<file path="config.mk">
export PLATFORM = sky130hd
export DESIGN_NAME = mod13_seq_monitor
export DESIGN_NICKNAME = d
export VERILOG_FILES = /design/src/rtl/mod13_pkg.sv /design/src/rtl/mod13_seq_monitor_sat_counter.sv /design/src/rtl/mod13_seq_monitor.sv
export SDC_FILE = /design/constraint.sdc
export NUM_CORES = 1
export LEC_CHECK = 0
export CORE_UTILIZATION = 35
export CTS_BUF_LIST = sky130_fd_sc_hd__clkbuf_4
export CTS_CLUSTER_DIAMETER = 60
export DETAILED_ROUTE_END_ITERATION = 6
export PLACE_DENSITY = 0.58
export SKIP_CTS_REPAIR_TIMING = 1
export SLEW_MARGIN = 20
export SYNTH_ARGS = -nofsm -noshare
export SYNTH_HDL_FRONTEND = slang
export SYNTH_SLANG_ARGS = --single-unit
</file>
<file path="constraint.sdc">
create_clock -name clk -period 2.65 [get_ports clk]
set_input_delay 0.3975 -clock clk [delete_from_list [all_inputs] [get_ports clk]]
set_output_delay 0.3975 -clock clk [all_outputs]
set_load 0.02 [all_outputs]
</file>
<file path="src/rtl/mod13_pkg.sv">
// Shared types and constants for the mod-13 sequence monitor.
package mod13_pkg;

    // Terminal count of the monitored upstream counter (counts 0..12).
    localparam logic [3:0] MOD13_MAX = 4'd12;

    typedef enum logic [1:0] {
        ST_IDLE  = 2'b00,
        ST_SYNC  = 2'b01,
        ST_LOCK  = 2'b10,
        ST_FAULT = 2'b11
    } state_e;

    typedef enum logic [1:0] {
        ERR_NONE  = 2'b00,
        ERR_RANGE = 2'b01,
        ERR_SKIP  = 2'b10
    } err_code_e;

    // Successor of q in a counter that wraps from max_q back to 0.
    function automatic logic [3:0] mod_next(input logic [3:0] q, input logic [3:0] max_q);
        return (q == max_q) ? 4'd0 : q + 4'd1;
    endfunction

endpackage

</file>
<file path="src/rtl/mod13_seq_monitor_sat_counter.sv">
// Saturating up-counter with a sticky "reached all-ones" flag.
// clr has priority over inc; the count never wraps back to zero.
module sat_counter #(
    parameter int WIDTH = 8
) (
    input  logic             clk,
    input  logic             reset,
    input  logic             inc,
    input  logic             clr,
    output logic [WIDTH-1:0] count,
    output logic             sat
);

    localparam logic [WIDTH-1:0] ALL_ONES = '1;
    localparam logic [WIDTH-1:0] ONE      = {{(WIDTH-1){1'b0}}, 1'b1};

    logic [WIDTH-1:0] r_count;
    logic             r_sat;

    // Count events, stop at all-ones and latch the saturation flag on that same edge.
    always_ff @(posedge clk) begin
        if (!reset) begin
            r_count <= '0;
            r_sat   <= 1'b0;
        end else if (clr) begin
            r_count <= '0;
            r_sat   <= 1'b0;
        end else if (inc && (r_count != ALL_ONES)) begin
            r_count <= r_count + ONE;
            if (r_count == (ALL_ONES - ONE)) begin
                r_sat <= 1'b1;
            end
        end
    end

    assign count = r_count;
    assign sat   = r_sat;

endmodule

</file>
<file path="src/rtl/mod13_seq_monitor.sv">
// Monitors a sampled mod-13 count stream: locks onto it, flags wraps and
// illegal steps, and keeps saturating tallies of both.
module mod13_seq_monitor
    import mod13_pkg::*;
#(
    parameter int         WRAP_W = 8,
    parameter logic [3:0] MAX_Q  = MOD13_MAX
) (
    input  logic              clk,
    input  logic              reset,
    input  logic              en,
    input  logic              clr_stats,
    input  logic [3:0]        q_in,
    output logic              locked,
    output logic              wrap_pulse,
    output logic [WRAP_W-1:0] wrap_count,
    output logic              wrap_sat,
    output logic              err_pulse,
    output logic [1:0]        err_code,
    output logic [3:0]        err_count
);

    state_e     r_state;
    state_e     w_state_nxt;
    logic [3:0] r_prev_q;
    logic       r_wrap_pulse;
    logic       r_err_pulse;
    err_code_e  r_err_code;

    logic       w_range;
    logic       w_legal;
    logic       w_wrap;
    logic       w_err;
    err_code_e  w_err_kind;
    logic       w_err_sat;

    assign w_range = (q_in > MAX_Q);
    assign w_legal = (q_in == r_prev_q) || (q_in == mod_next(r_prev_q, MAX_Q));

    // State register; reset aborts any tracking and restarts from IDLE.
    always_ff @(posedge clk) begin
        if (!reset) begin
            r_state <= ST_IDLE;
        end else begin
            r_state <= w_state_nxt;
        end
    end

    // Next-state decode plus the single-cycle wrap/error events it produces.
    always_comb begin
        w_state_nxt = r_state;
        w_wrap      = 1'b0;
        w_err       = 1'b0;
        w_err_kind  = ERR_NONE;
        if (!en) begin
            w_state_nxt = ST_IDLE;
        end else begin
            case (r_state)
                ST_IDLE: w_state_nxt = ST_SYNC;
                ST_SYNC: begin
                    if (!w_range) begin
                        w_state_nxt = ST_LOCK;
                    end
                end
                ST_LOCK: begin
                    // Out-of-range is reported even when it is also a skip.
                    if (w_range) begin
                        w_state_nxt = ST_FAULT;
                        w_err       = 1'b1;
                        w_err_kind  = ERR_RANGE;
                    end else if (!w_legal) begin
                        w_state_nxt = ST_FAULT;
                        w_err       = 1'b1;
                        w_err_kind  = ERR_SKIP;
                    end else if ((r_prev_q == MAX_Q) && (q_in == 4'd0)) begin
                        w_wrap = 1'b1;
                    end
                end
                ST_FAULT: begin
                    if (q_in == 4'd0) begin
                        w_state_nxt = ST_LOCK;
                    end
                end
                default: w_state_nxt = ST_IDLE;
            endcase
        end
    end

    // Sample history, registered pulses and the held error code (clear beats a new error).
    always_ff @(posedge clk) begin
        if (!reset) begin
            r_prev_q     <= 4'd0;
            r_wrap_pulse <= 1'b0;
            r_err_pulse  <= 1'b0;
            r_err_code   <= ERR_NONE;
        end else begin
            r_prev_q     <= q_in;
            r_wrap_pulse <= w_wrap;
            r_err_pulse  <= w_err;
            if (clr_stats) begin
                r_err_code <= ERR_NONE;
            end else if (w_err) begin
                r_err_code <= w_err_kind;
            end
        end
    end

    sat_counter #(
        .WIDTH (WRAP_W)
    ) u_wrap_cnt (
        .clk   (clk),
        .reset (reset),
        .inc   (w_wrap),
        .clr   (clr_stats),
        .count (wrap_count),
        .sat   (wrap_sat)
    );

    // Once the error tally is pinned at 15, further errors are not presented to it.
    sat_counter #(
        .WIDTH (4)
    ) u_err_cnt (
        .clk   (clk),
        .reset (reset),
        .inc   (w_err & ~w_err_sat),
        .clr   (clr_stats),
        .count (err_count),
        .sat   (w_err_sat)
    );

    assign locked     = (r_state == ST_LOCK);
    assign wrap_pulse = r_wrap_pulse;
    assign err_pulse  = r_err_pulse;
    assign err_code   = r_err_code;

endmodule

</file>
==> report_table.html <==
<table>
<tr><th>Metric</th><th>Value</th></tr>
<tr><th colspan="2">Synthesis</th></tr>
<tr><td>Mux contribution to synthesized area</td><td>0.0151</td></tr>
<tr><td>Leading cell types by total area after synthesis</td><td>sky130_fd_sc_hd__dfxtp_1 (36%), sky130_fd_sc_hd__ha_1 (5.7%), sky130_fd_sc_hd__xor2_1 (4.6%)</td></tr>
<tr><td>Post-synthesis share of cell area spent on and, or, nand and nor gates</td><td>0.290</td></tr>
<tr><td>Post-synthesis adder-cell area fraction</td><td>0.0568</td></tr>
<tr><td>Synthesis Warnings</td><td>0</td></tr>
<tr><td>Area leader, netlist</td><td>sky130_fd_sc_hd__dfxtp_1</td></tr>
<tr><td>Ys async rst share</td><td>0</td></tr>
<tr><td>Netlist cell types</td><td>47</td></tr>
<tr><td>#FFs+latches synth</td><td>24</td></tr>
<tr><td>Netlist Area Pre-Place</td><td>0.00132 mm²</td></tr>
<tr><td>Cell count after synthesis</td><td>155</td></tr>
<tr><td>Synth Flop Type</td><td>sky130_fd_sc_hd__dfxtp_1</td></tr>
<tr><td>Number of synthesized flops with an enable pin</td><td>0</td></tr>
<tr><td>Post-synthesis compound-gate area fraction</td><td>0.154</td></tr>
<tr><td>Main combinational cell family by area after synthesis</td><td>simple AND/OR/NAND/NOR gates</td></tr>
<tr><td>Mean Syn Cell Area</td><td>8.53 µm²</td></tr>
<tr><td>Synth top area share</td><td>0.363</td></tr>
<tr><td>Register area share after synthesis</td><td>0.363</td></tr>
<tr><td>Area share of xor/xnor cells in the synthesized design</td><td>0.0728</td></tr>
<tr><td>Net count after synthesis</td><td>169</td></tr>
<tr><th colspan="2">Floorplanning</th></tr>
<tr><td>Placeable core region</td><td>0.00347 mm²</td></tr>
<tr><td>Site row count</td><td>21</td></tr>
<tr><td>Width of the chip</td><td>63.5 µm</td></tr>
<tr><td># IOs</td><td>26</td></tr>
<tr><td>Die area</td><td>0.00403 mm²</td></tr>
<tr><td>Floorplan die height</td><td>63.5 µm</td></tr>
<tr><td>Effective utilization at floorplan</td><td>0.381</td></tr>
<tr><th colspan="2">Timing</th></tr>
<tr><td>Maximum clock rate</td><td>400 MHz</td></tr>
<tr><td>Shortest clock period the worst path allows after layout</td><td>2.50 ns</td></tr>
<tr><td>Final hold violation count</td><td>0</td></tr>
<tr><td>Count of endpoints failing setup in the final report</td><td>0</td></tr>
<tr><td>Final critical-path share of the clock period</td><td>0.944</td></tr>
<tr><td>Worst slew pin tran</td><td>between 0.6 and 0.7 ns</td></tr>
<tr><td>Total negative slack for setup checks</td><td>0 ns</td></tr>
<tr><td>Max-slew violation total from the final report</td><td>0</td></tr>
<tr><td>Worst relative slew slack</td><td>0.575</td></tr>
<tr><td>Setup repair after global routing missed its margin</td><td>no</td></tr>
<tr><td>Max Clock Skew</td><td>0.00211 ns</td></tr>
<tr><th colspan="2">Finish</th></tr>
<tr><td>Number of fill cells</td><td>about 340</td></tr>
<tr><td>Register area</td><td>480 µm²</td></tr>
<tr><td>Area of the multi-input gates</td><td>slightly above 800 µm²</td></tr>
<tr><td>Antenna Diode Count</td><td>0</td></tr>
<tr><td>Area overhead of the layout relative to synthesis</td><td>30.7%</td></tr>
<tr><td>Proportion of layout cells with a drive suffix above 1</td><td>0.111</td></tr>
<tr><td>Final Net Count</td><td>between 200 and 250</td></tr>
<tr><td>Non-Filler Instances</td><td>235</td></tr>
<tr><th colspan="2">Pwr</th></tr>
<tr><td>Leakage</td><td>0.656 nW</td></tr>
<tr><td>Power per cell area</td><td>367 mW/mm²</td></tr>
<tr><td>Worst voltage drop across the vdd grid</td><td>0.000241 V</td></tr>
<tr><th colspan="2">Drt</th></tr>
<tr><td>Total iterations of the first detailed-routing run</td><td>4</td></tr>
<tr><td>Routed length per placed instance</td><td>13.6 µm</td></tr>
<tr><td>Drt first-iter violations</td><td>48</td></tr>
<tr><td>DRC violation count after routing</td><td>0</td></tr>
<tr><td>Detailed-route via count</td><td>between 1k and 1.5k</td></tr>
<tr><td>Mean number of vias per cell</td><td>5.28</td></tr>
<tr><td>Detail Route Antenna Nets</td><td>0</td></tr>
<tr><td>Routed wire length</td><td>3190 µm</td></tr>
<tr><th colspan="2">Clock network</th></tr>
<tr><td>Number of buffers created by CTS</td><td>3</td></tr>
<tr><td>CTS max path bufs</td><td>2</td></tr>
<tr><td>Count of H-tree levels built during CTS</td><td>1</td></tr>
<tr><td>TritonCTS clock tree</td><td>done</td></tr>
<tr><td>Clk Tree Root Cell</td><td>sky130_fd_sc_hd__clkbuf_4</td></tr>
<tr><td>Clock slew at reported path FFs</td><td>0.14 ns</td></tr>
<tr><td>Number of clock sinks seen by CTS</td><td>24</td></tr>
<tr><td>Later-pin clock latency in the skew report</td><td>0.31 ns</td></tr>
<tr><th colspan="2">Global routing</th></tr>
<tr><td>GRT Residual Overflow</td><td>0</td></tr>
<tr><td>Antenna violations before repair</td><td>0</td></tr>
<tr><td>First-pass GRT wire length</td><td>5540 µm</td></tr>
<tr><td>Vias in the first global route</td><td>about 1.2k</td></tr>
<tr><td>All-Layer GR Usage</td><td>0.173</td></tr>
<tr><td>Largest net degree at the start of global routing</td><td>14</td></tr>
<tr><th colspan="2">Min path</th></tr>
<tr><td>Worst min-delay path category</td><td>flip-flop to flip-flop</td></tr>
<tr><td>Startpoint of the worst hold path</td><td>r_state[0]</td></tr>
<tr><th colspan="2">Worst setup path</th></tr>
<tr><td>Critical path fanouts, max</td><td>6</td></tr>
<tr><td>Cells along the critical path</td><td>inv_1 &gt; ha_1 &gt; nand3_1 &gt; nand2_1 &gt; xor2_1 &gt; a31oi_1 &gt; or3_1 &gt; or4_1 &gt; nand2_1</td></tr>
<tr><td>Kind of end point of the critical path</td><td>flip-flop</td></tr>
<tr><td>Data arrival, critical path</td><td>between 2 and 3 ns</td></tr>
<tr><td>Launch instance of the worst register-to-register path</td><td>r_prev_q[0]</td></tr>
<tr><td>Delay-heaviest family, CP</td><td>simple AND/OR/NAND/NOR gates</td></tr>
<tr><td>Dominant cell type by count on the critical path</td><td>sky130_fd_sc_hd__nand2_1</td></tr>
<tr><td>First element of the critical path</td><td>r_prev_q[0]</td></tr>
<tr><td>Required time of the worst setup path</td><td>approximately 2.9 ns</td></tr>
<tr><td>Class of the most critical setup path</td><td>flip-flop to flip-flop</td></tr>
<tr><td>Master of the slowest instance on the critical path</td><td>sky130_fd_sc_hd__or4_1</td></tr>
<tr><td>Nature of the critical path startpoint</td><td>flip-flop</td></tr>
<tr><td>Largest incremental delay on the critical path</td><td>about 0.50 ns</td></tr>
<tr><td>Worst path bufs/invs</td><td>1</td></tr>
<tr><th colspan="2">Placement</th></tr>
<tr><td>Detailed placement HPWL</td><td>2400 µm</td></tr>
<tr><td>Final weighted congestion of routability-driven global placement</td><td>0.852</td></tr>
<tr><td>Count of buffers inserted at the top-level ports</td><td>25</td></tr>
<tr><td>Placed cell count</td><td>231</td></tr>
<tr><th colspan="2">Flow run</th></tr>
<tr><td>Max-cap violations</td><td>0</td></tr>
<tr><th colspan="2">Outcome</th></tr>
<tr><td>Status</td><td>finished, final reports clean</td></tr>
</table>
[cells in the final DEF (no fill, tap or decap), types with 5 or more instances in the layout]
cell / instances
sky130_fd_sc_hd__ha_1: 6
sky130_fd_sc_hd__xor2_1: 7
sky130_fd_sc_hd__nor4_1: 5
sky130_fd_sc_hd__a21oi_1: 6
sky130_fd_sc_hd__nor2_1: 11
sky130_fd_sc_hd__nand2_1: 16
sky130_fd_sc_hd__clkdlybuf4s50_1: 25
sky130_fd_sc_hd__dfxtp_1: 24
sky130_fd_sc_hd__inv_1: 9
sky130_fd_sc_hd__buf_4: 10
[layer usage]
| layer | vias up | wire length, µm | part of all wire | GRT usage |
|---|---|---|---|---|
| met5 | - | 0 | 0 | 0 |
| met4 | 0 | 32 | 0.010 | 0.0625 |
| met3 | 4 | 74 | 0.023 | 0.0272 |
| met2 | 18 | 1440 | 0.45 | 0.266 |
| met1 | 589 | 1640 | 0.52 | 0.241 |
| li1 | 629 | - | - | - |
[final timing paths]
kind	to	slack [ns]	depth (start not counted)
setup / recovery	u_wrap_cnt.count[3]	0.15	9
hold / removal	r_state[0]	0.47	1
setup reg to reg	u_wrap_cnt.count[3]	0.15	9
hold reg to reg	r_state[0]	0.47	1
[kinds of logic (layout without fill, tap and decap cells)]
| group | count (synthesis) | after routing |
|---|---|---|
| multiplexers | 2 | 2 |
| adder cells (fa/ha/maj) | 6 | 6 |
| buffers and inverters | 14 | 48 |
| flip-flops | 24 | 24 |
| AND/OR/NAND/NOR | 70 | 70 |
| XOR/XNOR | 11 | 11 |
| AO/OA/AOI/OAI | 28 | 28 |
[worst register-to-register path: stages (launching register included)]
cell and delay (ns):
sky130_fd_sc_hd__dfxtp_1 0.44, sky130_fd_sc_hd__inv_1 0.09, sky130_fd_sc_hd__ha_1 0.24, sky130_fd_sc_hd__nand3_1 0.16, sky130_fd_sc_hd__nand2_1 0.09, sky130_fd_sc_hd__xor2_1 0.26, sky130_fd_sc_hd__a31oi_1 0.14, sky130_fd_sc_hd__or3_1 0.46
sky130_fd_sc_hd__or4_1 0.50, sky130_fd_sc_hd__nand2_1 0.08
[power by group]
group	internal [mW]	total, mW	switching, mW	leakage (nW)
logic	0.0417	0.0931	0.0515	0.446
registers	0.366	0.372	0.00639	0.195
clock network	0.0551	0.169	0.114	0.0154
total	0.463	0.635	0.172	0.656
[registers in the layout, summed over array words and instances, names as in the netlist]
register / flops
u_wrap_cnt.count: 8
r_prev_q: 4
u_err_cnt.count: 4
err_code: 2
r_state: 2
err_pulse: 1
u_err_cnt.sat: 1
u_wrap_cnt.sat: 1
wrap_pulse: 1
[cell type report]
cell class / count / area share
well taps: 46 / 0.0333
clock inverters: 1 / 0.00217
flip-flops and latches: 24 / 0.278
multi-input cells: 117 / 0.466
inverters: 9 / 0.0195
clock buffers: 3 / 0.0130
repair buffers: 35 / 0.188
[synth_stat cells, drive strengths merged (3+ instances only)]
cell    number
buf          3
ha           6
and2         5
and3         4
nor4         5
or4          3
xor2         7
o21ai        4
xnor2        4
a21oi        6
or3          3
nand2       16
nand3        4
nor2        11
nor2b        4
nand4        4
dfxtp       24
o211ai       3
inv          9
[per-stage QoR]
| step | total power [mW] | hold WS, ns | util | area, µm² | setup slack [ns] |
|---|---|---|---|---|---|
| floorplan | 0.431 | 0.437 | - | 1320 | 0.413 |
| global placement | 0.466 | 0.451 | 0.483 | 1680 | 0.0266 |
| detailed placement | 0.468 | 0.457 | 0.483 | 1680 | -0.00951 |
| global route | 0.665 | 0.507 | 0.499 | 1730 | 0.0369 |
| finish | 0.635 | 0.472 | 0.499 | 1730 | 0.148 |
| CTS | 0.634 | 0.475 | 0.491 | 1700 | 0.185 |
No activity file was read; power rests on OpenSTA's default activity.
